### src/rtl/regfile_host_ctrl.sv
// Host access sequencer for the CPU register file: shares the write port with
// CPU writeback (CPU first, starvation guard for the host) and forwards probe reads.
module regfile_host_ctrl #(
  parameter int ADDR_W       = 4,
  parameter int DATA_W       = 32,
  parameter int STARVE_LIMIT = 8
) (
  input  logic              clk,
  input  logic              rst,
  input  logic              cpu_wena,
  input  logic [ADDR_W-1:0] cpu_waddr,
  input  logic [DATA_W-1:0] cpu_wdata,
  output logic              rf_wena,
  output logic [ADDR_W-1:0] rf_waddr,
  output logic [DATA_W-1:0] rf_wdata,
  output logic [ADDR_W-1:0] rf_probe_addr,
  input  logic [DATA_W-1:0] rf_probe_data,
  input  logic              host_req,
  input  logic              host_we,
  input  logic [ADDR_W-1:0] host_addr,
  input  logic [DATA_W-1:0] host_wdata,
  output logic              host_ack,
  output logic [DATA_W-1:0] host_rdata,
  output logic              host_busy,
  output logic              cpu_stall
);

  typedef enum logic [2:0] {
    IDLE    = 3'd0,
    WAIT_WR = 3'd1,
    FORCE   = 3'd2,
    RD      = 3'd3,
    ACK     = 3'd4
  } state_e;

  localparam logic [7:0] LIMIT = 8'(STARVE_LIMIT);

  state_e            state_q;
  logic              we_q;
  logic [ADDR_W-1:0] addr_q;
  logic [DATA_W-1:0] wdata_q;
  logic [7:0]        starve_cnt_q;
  logic [7:0]        starve_cnt_d;
  logic              host_ack_q;
  logic              host_busy_q;
  logic              cpu_stall_q;
  logic [DATA_W-1:0] rdata_q;
  logic              host_grant;
  logic              fwd_hit;

  // The host only owns the write port in a cycle the CPU leaves idle.
  assign host_grant = we_q && !cpu_wena && (state_q == WAIT_WR || state_q == FORCE);
  assign fwd_hit    = cpu_wena && (cpu_waddr == addr_q);
  assign starve_cnt_d = (starve_cnt_q == 8'hFF) ? starve_cnt_q : starve_cnt_q + 8'd1;

  always_comb begin
    rf_wena  = 1'b0;
    rf_waddr = '0;
    rf_wdata = '0;
    if (cpu_wena) begin
      rf_wena  = 1'b1;
      rf_waddr = cpu_waddr;
      rf_wdata = cpu_wdata;
    end else if (host_grant) begin
      rf_wena  = 1'b1;
      rf_waddr = addr_q;
      rf_wdata = wdata_q;
    end
  end

  assign rf_probe_addr = (state_q == RD) ? addr_q : '0;

  assign host_ack   = host_ack_q;
  assign host_busy  = host_busy_q;
  assign cpu_stall  = cpu_stall_q;
  assign host_rdata = rdata_q;

  always_ff @(posedge clk or posedge rst) begin
    if (rst) begin
      state_q      <= IDLE;
      we_q         <= 1'b0;
      addr_q       <= '0;
      wdata_q      <= '0;
      starve_cnt_q <= '0;
      host_ack_q   <= 1'b0;
      host_busy_q  <= 1'b0;
      cpu_stall_q  <= 1'b0;
      rdata_q      <= '0;
    end else begin
      host_ack_q <= 1'b0;
      case (state_q)
        IDLE: begin
          if (host_req) begin
            we_q         <= host_we;
            addr_q       <= host_addr;
            wdata_q      <= host_wdata;
            starve_cnt_q <= '0;
            host_busy_q  <= 1'b1;
            state_q      <= host_we ? WAIT_WR : RD;
          end
        end
        WAIT_WR: begin
          if (host_grant) begin
            starve_cnt_q <= '0;
            host_ack_q   <= 1'b1;
            state_q      <= ACK;
          end else begin
            starve_cnt_q <= starve_cnt_d;
            if (starve_cnt_d == LIMIT) begin
              cpu_stall_q <= 1'b1;
              state_q     <= FORCE;
            end
          end
        end
        FORCE: begin
          // Stall only stops new writebacks; in-flight ones still win the port.
          if (host_grant) begin
            starve_cnt_q <= '0;
            cpu_stall_q  <= 1'b0;
            host_ack_q   <= 1'b1;
            state_q      <= ACK;
          end
        end
        RD: begin
          rdata_q    <= fwd_hit ? cpu_wdata : rf_probe_data;
          host_ack_q <= 1'b1;
          state_q    <= ACK;
        end
        ACK: begin
          host_busy_q <= 1'b0;
          state_q     <= IDLE;
        end
        default: begin
          host_busy_q <= 1'b0;
          cpu_stall_q <= 1'b0;
          state_q     <= IDLE;
        end
      endcase
    end
  end

endmodule

### config.mk
export PLATFORM = sky130hd
export DESIGN_NAME = regfile_host_ctrl
export DESIGN_NICKNAME = d
export VERILOG_FILES = /design/src/rtl/regfile_host_ctrl.sv
export SDC_FILE = /design/constraint.sdc
export NUM_CORES = 1
export LEC_CHECK = 0
export ABC_AREA = 1
export ABC_CLOCK_PERIOD_IN_PS = 3700
export BUFFER_PORTS_ARGS = -buffer_cell sky130_fd_sc_hd__buf_2
export CAP_MARGIN = 25
export CORE_MARGIN = 4
export CORE_UTILIZATION = 30
export CTS_CLUSTER_DIAMETER = 100
export DETAILED_ROUTE_END_ITERATION = 16
export PLACE_DENSITY = 0.63
export SYNTH_ARGS = -nofsm -noshare
export SYNTH_HDL_FRONTEND = slang
export SYNTH_SLANG_ARGS = --single-unit
### constraint.sdc
create_clock -name clk -period 3.7 [get_ports clk]
set_input_delay 0.555 -clock clk [delete_from_list [all_inputs] [get_ports clk]]
set_output_delay 0.555 -clock clk [all_outputs]
set_load 0.02 [all_outputs]
==> reports/qor.csv, run 1 <==
metric,value,unit
status,"finished, final reports clean",
Sum Neg Setup Slack,0,ps
CP top delay family,buffers and inverters,
cell count along the critical path,5,
Final Max Slew Viols,0,
met3 Usage GRT,0.0364,
worst vdd ir,0.257,mV
layout cell share with drive strength beyond 1,0.304,
clk buf depth,2,
# DRC,0,
Gate Count Post-Synth,572,
Comb pwr share,0.440,
Netlist cell types,30,
#FFs+latches synth,83,
CTS Buf Count,9,
"Setup Fix Bufs, Post-CTS",0,
Buf/Inv on CP,2,
Synth Area in Compound Gates,0.168,
P&R area growth vs syn,32.2,%
internal power,2.35,mW
adder-cell area share of the yosys netlist,0.00292,
Worst Reg-to-Reg Cells,7,
CP max stage delay,420,ps
gpl congestion,0.823,
Least-Margin Pin Slew,721,ps
Final nets,856,
CP cell instances,a21oi_1 -> nand3_2 -> buf_4 -> o22ai_1 -> buf_2,
Clock Power Share,0.203,
"most common cell after layout, fill and taps aside",buf_2,
total power,4.13,mW
largest net degree at the start of global routing,49,
critical path launch point type,flip-flop,
sequential area share after synthesis,0.485,
Post-Synth XOR/XNOR Area,0.0102,
Die H,127,um
starting density of the core,0.307,
Clock Latency Late Sink,340,ps
Critical Path Fanout Max,23,
fin crit period,2560,ps
vias in the first global route,4105,
largest family of logic cells by synthesized area,simple AND/OR/NAND/NOR gates,
Relative slew margins,0.519,
CP max-delay cell,dfrtp_1,
CTS H-Tree Depth,3,
final wirelength,12.9,mm
crit path capture type,primary output,
# hold bufs at CTS,0,
Port-buffer cells,184,
switching power,1.78,mW
RR Startpoint,state_q[1]$_DFFE_PP0P_,
initial antenna violation count,1,
Crit Path Class,reg -> out,
Clock Skews,5.80,ps
sequential share of power,0.357,
mux share of post-synthesis cell area,0.00263,
Reg2Reg Setup Slack,1720,ps
register area,2080,sq um
Via-to-Cell Ratio,4.50,
type of the most critical hold path,in -> async,
met2 Use GR,0.253,
clock-pin slew on the worst setup and hold paths,60,ps
FMAX,390,MHz
remaining global-route overflow,0,
Post-DP HPWL,9.68,mm
Fin. Hold Viols,0,
Detail Route Antenna Nets,0,
GR Util met1,0.208,
period utilization,0.692,
fill cell count,1473,
RSZ-0062 raised after global routing,false,
I/O Pins,185,
"leading cell types in the layout, fill and taps excluded","buf_2 (184), nand2_1 (153), inv_1 (89)",
Core Area,13900,sq um
First-pass DRT Iterations,4,
Die Wd,127,um
Post-Synth Simple-Gate Area,0.218,
cell taking the most area after synthesis,dfrtp_1,
Via Count,4191,
number of synthesis warnings,0,
Antenna Cells,0,
most used routing layer,met2,
Initial DRC Count,194,
reg2reg end,wdata_q[7]$_DFFE_PP0P_,
root buffer cell,clkbuf_16,
post-synth top area share,0.485,
Synth Cell Area,4280,sq um
Mean Syn Cell Area,7.48,sq um
CTS tree,done,
Clock Sinks,83,
Final setup viols,0,
first-pass GRT wire length,20.6,mm
Multi-input gate area,1740,sq um
Die Area,16200,sq um
Lkg Pwr,3.30,nW
Max-Cap Viols,0,
CP arrival,2010,ps
WP data required,3140,ps
syn nets,682,
sw frac,0.430,
routed len/inst,13.9,um
Rows,43,
total track usage,0.159,
Synth area leaders,"dfrtp_1 (49%), nand2_1 (14%), inv_1 (7.9%)",
Post-CTS Resized,0,
pwr dens,730,nW/um^2
routing by layer:
layer	share of wire	vias to the layer above	routed length (um)
met5	0.00093	-	12
met4	0.018	2	231
met2	0.46	127	5940
met1	0.45	1896	5820
li1	-	2149	-
met3	0.071	17	916
Yosys cell counts, drive strengths merged:
cell    instances
clkbuf          8
o21bai          1
or2             1
a31oi           1
mux2            1
ha              1
xor2            3
nand2         156
inv            94
nand4           4
xnor2           2
dfrtp          83
a21boi          1
o21ai          50
buf            20
a21oi          49
nor2           55
nand3          12
o22ai          30
metrics by stage:
step | cells | worst slack (ps) | util | cell area, sq um | hold WS, ps
6_report | 931 | 1140 | 0.406 | 5660 | 305
4_1_cts | 931 | 1080 | 0.406 | 5660 | 327
3_5_place_dp | 915 | 1130 | 0.386 | 5380 | 460
3_3_place_gp | 915 | 1230 | 0.386 | 5380 | 458
2_1_floorplan | 572 | 1010 | - | 4280 | 466
5_1_grt | 931 | 942 | 0.406 | 5660 | 354
worst max-delay path by stage:
| stage | slack, ps | start | endpoint |
|---|---|---|---|
| after floorplan | 1010 | rst | addr_q[0]$_DFFE_PP0P_ |
| after detailed placement | 1130 | cpu_wena | rf_wdata[7] |
| after global placement | 1230 | cpu_wena | rf_wdata[13] |
| after global routing | 940 | state_q[2]$_DFFE_PP0P_ | rf_wdata[7] |
| after CTS | 1080 | state_q[0]$_DFFE_PP0P_ | rf_wdata[7] |
| final | 1140 | state_q[0]$_DFFE_PP0P_ | rf_wdata[7] |
logic make-up after synthesis:
group           Yosys count
flops                    83
simple gates            228
compound gates          132
mux                       1
fa+ha+maj                 1
xor+xnor                  5
buf+inv                 122
power groups by stage:
stage          registers (mW)  clock network (mW)  logic (mW)
3_3_place_gp             1.48                   0        1.83
4_1_cts                  1.48               0.870        1.85
2_1_floorplan            1.69                   0        1.03
3_5_place_dp             1.49                   0        1.84
5_1_grt                  1.53               0.904        2.03
6_report                 1.47               0.839        1.82
worst reg2reg max path: stages (launching register included):
cell	delay [ps]
dfrtp_1	420
nor2_1	180
inv_1	110
nor2_1	160
nand2_2	370
buf_4	410
nor2_1	160
a21oi_1	50
flip-flops by register name, indices dropped and copies added, names as in the netlist:
register / flops
starve_cnt_q: 8
state_q: 3
cpu_stall: 1
host_busy: 1
we_q: 1
host_rdata: 32
wdata_q: 32
host_ack: 1
addr_q: 4
cell type report:
type | count | share of cell area
sequential | 83 | 0.367
clock buffer | 9 | 0.0398
timing repair buffer | 191 | 0.174
inverter | 94 | 0.0626
tap | 180 | 0.0398
multi-input combinational | 367 | 0.307
clock inverter | 7 | 0.00929
Note: power is estimated with default switching activity, not from simulation.
==> run 2, diff against run 1 <==
--- a/config.mk
+++ b/config.mk
@@ -6,14 +6,14 @@
 export NUM_CORES = 1
 export LEC_CHECK = 0
 export ABC_AREA = 1
-export ABC_CLOCK_PERIOD_IN_PS = 3700
+export ABC_CLOCK_PERIOD_IN_PS = 2300
 export BUFFER_PORTS_ARGS = -buffer_cell sky130_fd_sc_hd__buf_2
 export CAP_MARGIN = 25
 export CORE_MARGIN = 4
 export CORE_UTILIZATION = 30
 export CTS_CLUSTER_DIAMETER = 100
 export DETAILED_ROUTE_END_ITERATION = 16
-export PLACE_DENSITY = 0.63
+export PLACE_DENSITY = 0.65
 export SYNTH_ARGS = -nofsm -noshare
 export SYNTH_HDL_FRONTEND = slang
 export SYNTH_SLANG_ARGS = --single-unit
==> constraint.sdc (replaced) <==
create_clock -name clk -period 2.3 [get_ports clk]
set_input_delay 0.345 -clock clk [delete_from_list [all_inputs] [get_ports clk]]
set_output_delay 0.345 -clock clk [all_outputs]
set_load 0.02 [all_outputs]
==> reports/qor.csv, run 2 (same netlist as run 1, synthesis figures left out) <==
metric,value,unit,change
switching power,2.84,mW,+60%
CP arrival,1720,ps,-290 ps
CP max-delay cell,dfrtp_1,,
Relative slew margins,0.695,,+0.177
Least-Margin Pin Slew,457,ps,-264 ps
Port-buffer cells,184,,unchanged
pwr dens,1200,nW/um^2,+65%
Post-Layout Inst Area,5750,sq um,+1.6%
Initial DRC Count,226,,+16%
Clock Sinks,83,,unchanged
Final Max Slew Viols,0,,unchanged
CTS tree,done,,
CP max stage delay,430,ps,about the same
Clock Latency Late Sink,330,ps,about the same
CTS Buf Count,9,,unchanged
Rows,43,,unchanged
clock-pin slew on the worst setup and hold paths,60,ps,about the same
period utilization,0.896,,
RSZ-0062 raised after global routing,false,,
worst hold slack,129,ps,-176 ps
initial antenna violation count,2,,+1
Clock Skews,5.62,ps,-0.176 ps
Die H,127,um,unchanged
first-pass GRT wire length,20.3,mm,-1.7%
Core Area,13900,sq um,unchanged
starting density of the core,0.307,,unchanged
Sum Neg Setup Slack,0,ps,unchanged
remaining global-route overflow,0,,unchanged
clk buf depth,2,,unchanged
total track usage,0.155,,-0.00390
sw frac,0.410,,-0.0205
Max-Cap Viols,0,,unchanged
gpl congestion,0.837,,+1.7%
fill cell count,1474,,+0.068%
non-filler instance count after layout,932,,+0.11%
# DRC,0,,unchanged
largest net degree at the start of global routing,84,,+71%
Die Area,16200,sq um,unchanged
"most common cell after layout, fill and taps aside",buf_2,,
routed len/inst,13.6,um,-1.6%
sequential share of power,0.343,,-0.014
Crit Path Class,reg -> out,,
CTS H-Tree Depth,3,,unchanged
root buffer cell,clkbuf_16,,
CP cell instances,a21oi_1 -> nand3_2 -> buf_12 -> o21ai_0 -> buf_2,,
Via Count,4223,,+0.76%
crit path capture type,primary output,,
Critical Path Fanout Max,34,,+48%
Post-CTS Resized,0,,unchanged
Comb pwr share,0.429,,-0.011
Via-to-Cell Ratio,4.53,,+0.66%
FMAX,485,MHz,
internal power,4.08,mW,+74%
I/O Pins,185,,unchanged
# hold bufs at CTS,0,,unchanged
Lkg Pwr,3.36,nW,+1.7%
Final setup viols,0,,unchanged
worst vdd ir,0.344,mV,+34%
Post-DP HPWL,9.56,mm,-1.2%
First-pass DRT Iterations,4,,unchanged
Clock Power Share,0.228,,+0.025
status,"finished, final reports clean",,
Fin. Hold Viols,0,,unchanged
"Setup Fix Bufs, Post-CTS",0,,unchanged
fin crit period,2060,ps,
Detail Route Antenna Nets,0,,unchanged
Reg2Reg Setup Slack,570,ps,-1150 ps
WP data required,1960,ps,-1180 ps
Antenna Cells,0,,unchanged
Post-DP Area,5420,sq um,+0.79%
vias in the first global route,4063,,-1.0%
Final nets,858,,+0.23%
final wirelength,12.7,mm,-1.5%
Cells after DPL,917,,+0.22%
"leading cell types in the layout, fill and taps excluded","buf_2 (184), nand2_1 (153), inv_1 (89)",,
type of the most critical hold path,in -> async,,
P&R area growth vs syn,34.3,%,
Die Wd,127,um,unchanged
layout cell share with drive strength beyond 1,0.305,,+0.000926
critical path launch point type,flip-flop,,
-- run 2: power by group through the flow --
stage,clock network (mW),logic (mW),registers (mW)
6_report,1.58,2.97,2.37
5_1_grt,1.69,3.33,2.44
4_1_cts,1.63,3.02,2.38
2_1_floorplan,0,1.66,2.72
3_3_place_gp,0,2.98,2.38
3_5_place_dp,0,3.01,2.40
-- run 2: final cells by class --
cell class	count	area, sq um	area share
Clock inverter	4	73.8	0.0128
Sequential cell	83	2080	0.361
Clock buffer	11	253	0.0440
Tap cell	180	225	0.0392
Inverter	94	357	0.0620
Multi-Input combinational cell	367	1740	0.302
Timing Repair Buffer	193	1030	0.178
-- run 2: routing by layer --
layer,wire length [um],part of all wire,GRT usage,up-vias
met5,17,0.0013,0,-
met4,127,0.010,0.0404,4
met3,963,0.076,0.0426,13
met2,6020,0.47,0.247,137
met1,5590,0.44,0.209,1919
li1,-,-,-,2150
-- run 2: stage by stage --
stage               power, mW  worst slack [ps]  utilization
floorplan                4.38               549            -
detailed placement       5.41               427        0.389
global placement         5.36               470        0.389
CTS                      7.02               212        0.412
finish                   6.92               239        0.412
global route             7.46              70.7        0.412
-- run 2: path summary, 6_finish.rpt --
| check | from | to | cells past startpoint |
|---|---|---|---|
| max in group asynchronous | rst | host_rdata[19]$_DFFE_PP0P_ | 3 |
| max reg2reg | starve_cnt_q[0]$_DFFE_PP0P_ | state_q[1]$_DFFE_PP0P_ | 12 |
| max | state_q[2]$_DFFE_PP0P_ | rf_wdata[30] | 5 |
| min reg2reg | host_rdata[9]$_DFFE_PP0P_ | host_rdata[9]$_DFFE_PP0P_ | 2 |
| min | rst | host_rdata[18]$_DFFE_PP0P_ | 3 |
| min in group clk | cpu_wdata[27] | host_rdata[27]$_DFFE_PP0P_ | 3 |
-- run 2: worst max-delay path, delay by kind of cell (launching register included) --
| family | cells | cell delay [ps] |
|---|---|---|
| flops | 1 | 430 |
| buf+inv | 2 | 410 |
| simple gates | 1 | 170 |
| compound gates | 2 | 370 |
==> run 3, diff against run 2 <==
--- a/config.mk
+++ b/config.mk
@@ -7,13 +7,13 @@
 export LEC_CHECK = 0
 export ABC_AREA = 1
 export ABC_CLOCK_PERIOD_IN_PS = 2300
-export BUFFER_PORTS_ARGS = -buffer_cell sky130_fd_sc_hd__buf_2
 export CAP_MARGIN = 25
 export CORE_MARGIN = 4
 export CORE_UTILIZATION = 30
 export CTS_CLUSTER_DIAMETER = 100
 export DETAILED_ROUTE_END_ITERATION = 16
-export PLACE_DENSITY = 0.65
+export DONT_BUFFER_PORTS = 1
+export PLACE_DENSITY = 0.53
 export SYNTH_ARGS = -nofsm -noshare
 export SYNTH_HDL_FRONTEND = slang
 export SYNTH_SLANG_ARGS = --single-unit
==> reports/qor.csv, run 3 (same netlist as run 1, synthesis figures left out) <==
metric,value,unit,change
Die Wd,127,um,unchanged
final wirelength,12.6,mm,-0.65%
CP top delay family,flip-flops,,
remaining global-route overflow,0,,unchanged
CTS H-Tree Depth,3,,unchanged
Max-Cap Viols,0,,unchanged
CP max-delay cell,dfrtp_1,,
Buf/Inv on CP,2,,unchanged
Post-Layout Inst Area,5120,sq um,-11%
WP data required,1960,ps,about the same
Initial DRC Count,188,,-17%
Final nets,717,,-16%
cell count along the critical path,5,,unchanged
largest net degree at the start of global routing,84,,unchanged
worst hold slack,-63.0,ps,-192 ps
Post-DP HPWL,9.35,mm,-2.2%
starting density of the core,0.307,,unchanged
crit path capture type,primary output,,
Clock Latency Late Sink,340,ps,about the same
Post-DP Area,4810,sq um,-11%
# DRC,0,,unchanged
Clock Power Share,0.224,,-0.004
Critical Path Fanout Max,13,,-62%
CP cell instances,a21oi_2 -> nand3_4 -> buf_4 -> o22ai_1 -> buf_4,,
Comb pwr share,0.349,,-0.080
Relative slew margins,0.671,,-0.0240
most frequent CP cell,buf_4,,
worst vdd ir,0.429,mV,+25%
Sum Neg Setup Slack,0,ps,unchanged
Crit Path Class,reg -> out,,
Die Area,16200,sq um,unchanged
switching power,2.84,mW,about the same
worst setup margin,191,ps,-47.4 ps
clk buf depth,2,,unchanged
type of the most critical hold path,in -> async,,
Antenna Cells,0,,unchanged
Clock Skews,5.15,ps,-0.469 ps
non-filler instance count after layout,792,,-15%
Final setup viols,0,,unchanged
Port-buffer cells,0,,-100%
# hold bufs at CTS,0,,unchanged
"leading cell types in the layout, fill and taps excluded","nand2_1 (153), inv_1 (89), dfrtp_1 (83)",,
sw frac,0.430,,+0.0200
period utilization,0.917,,+0.0206
internal power,3.76,mW,-7.8%
Rows,43,,unchanged
clock-pin slew on the worst setup and hold paths,70,ps,about the same
failing checks,negative hold slack,,
sequential share of power,0.427,,+0.084
Detail Route Antenna Nets,0,,unchanged
critical path launch point type,flip-flop,,
fill cell count,1471,,-0.20%
Lkg Pwr,2.78,nW,-17%
CTS Buf Count,9,,unchanged
gpl congestion,0.846,,+1.1%
Cells after DPL,776,,-15%
total track usage,0.157,,+0.00124
initial antenna violation count,0,,-2
CP max stage delay,420,ps,about the same
status,finished with violations,,
layout cell share with drive strength beyond 1,0.147,,-0.157
CTS tree,done,,
"Setup Fix Bufs, Post-CTS",0,,unchanged
Core Area,13900,sq um,unchanged
Clock Sinks,83,,unchanged
routed len/inst,16.0,um,+17%
Fin. Hold Viols,19,,+19
CP arrival,1760,ps,+40 ps
Via Count,3884,,-8.0%
Via-to-Cell Ratio,4.90,,+8.2%
First-pass DRT Iterations,4,,unchanged
P&R area growth vs syn,19.7,%,
root buffer cell,clkbuf_16,,
Least-Margin Pin Slew,493,ps,+35.9 ps
Final Max Slew Viols,0,,unchanged
"most common cell after layout, fill and taps aside",nand2_1,,
vias in the first global route,3920,,-3.5%
Die H,127,um,unchanged
RSZ-0062 raised after global routing,false,,
first-pass GRT wire length,20.1,mm,-0.75%
pwr dens,1290,nW/um^2,+7.0%
pre-CTS setup slack,380,ps,-47.4 ps
FMAX,474,MHz,-2.2%
I/O Pins,185,,unchanged
Worst Reg-to-Reg Cells,12,,unchanged
fin crit period,2110,ps,+47.4 ps
==> run 3: cell type report <==
| type | count | area (sq um) | share of cell area |
|---|---|---|---|
| clock inverters | 7 | 76.3 | 0.0149 |
| multi-input cells | 367 | 1750 | 0.341 |
| flip-flops and latches | 83 | 2080 | 0.405 |
| clock buffers | 9 | 225 | 0.0440 |
| well taps | 180 | 225 | 0.0440 |
| repair buffers | 52 | 415 | 0.0811 |
| inverters | 94 | 357 | 0.0696 |
==> run 3: final timing paths <==
kind / start / end / slack (ps)
worst max-delay path: state_q[0]$_DFFE_PP0P_ / rf_wdata[14] / 190
worst min register to register: we_q$_DFFE_PP0P_ / we_q$_DFFE_PP0P_ / 510
worst max register to register: starve_cnt_q[0]$_DFFE_PP0P_ / state_q[1]$_DFFE_PP0P_ / 580
min in group clk: cpu_wdata[25] / host_rdata[25]$_DFFE_PP0P_ / 130
max in group asynchronous: rst / wdata_q[4]$_DFFE_PP0P_ / 1930
worst min-delay path: rst / host_rdata[13]$_DFFE_PP0P_ / -60
==> run 3: routing by layer <==
| layer | share of wire | track usage |
|---|---|---|
| met2 | 0.49 | 0.266 |
| met3 | 0.066 | 0.0355 |
| met1 | 0.43 | 0.193 |
| met5 | 0 | 0 |
| met4 | 0.015 | 0.0599 |
==> run 3: repair_timing <==
action / in CTS / in global routing
gates resized for setup: 1 / 1
endpoints found under the setup margin: 1 / 8
cloned: 0 / 0
endpoints found under the hold margin: 0 / 0
==> run 3: stage by stage <==
stage                util  power [mW]
floorplan               -        4.38
global placement    0.345        5.07
detailed placement  0.345        5.16
CTS                 0.367        6.68
global route        0.368        7.10
finish              0.368        6.60
==> run 3: power by group through the flow <==
stage	Combinational [mW]	Sequential (mW)	Clock [mW]
2_1_floorplan	1.66	2.72	0
3_3_place_gp	2.24	2.83	0
3_5_place_dp	2.31	2.85	0
4_1_cts	2.33	2.83	1.53
5_1_grt	2.60	2.90	1.60
6_report	2.30	2.82	1.48
==> run 3: worst register-to-register path, cell delays in order (launching register included) <==
cell     delay (ps)
dfrtp_1         420
ha_1            250
nand2_2         140
nor2_8           60
nand2_4         100
inv_2            60
nor2_1          130
nand3_1          90
nor2_1          130
nand2_1          60
nand2_1          70
nand3_1          80
nand2_1          60
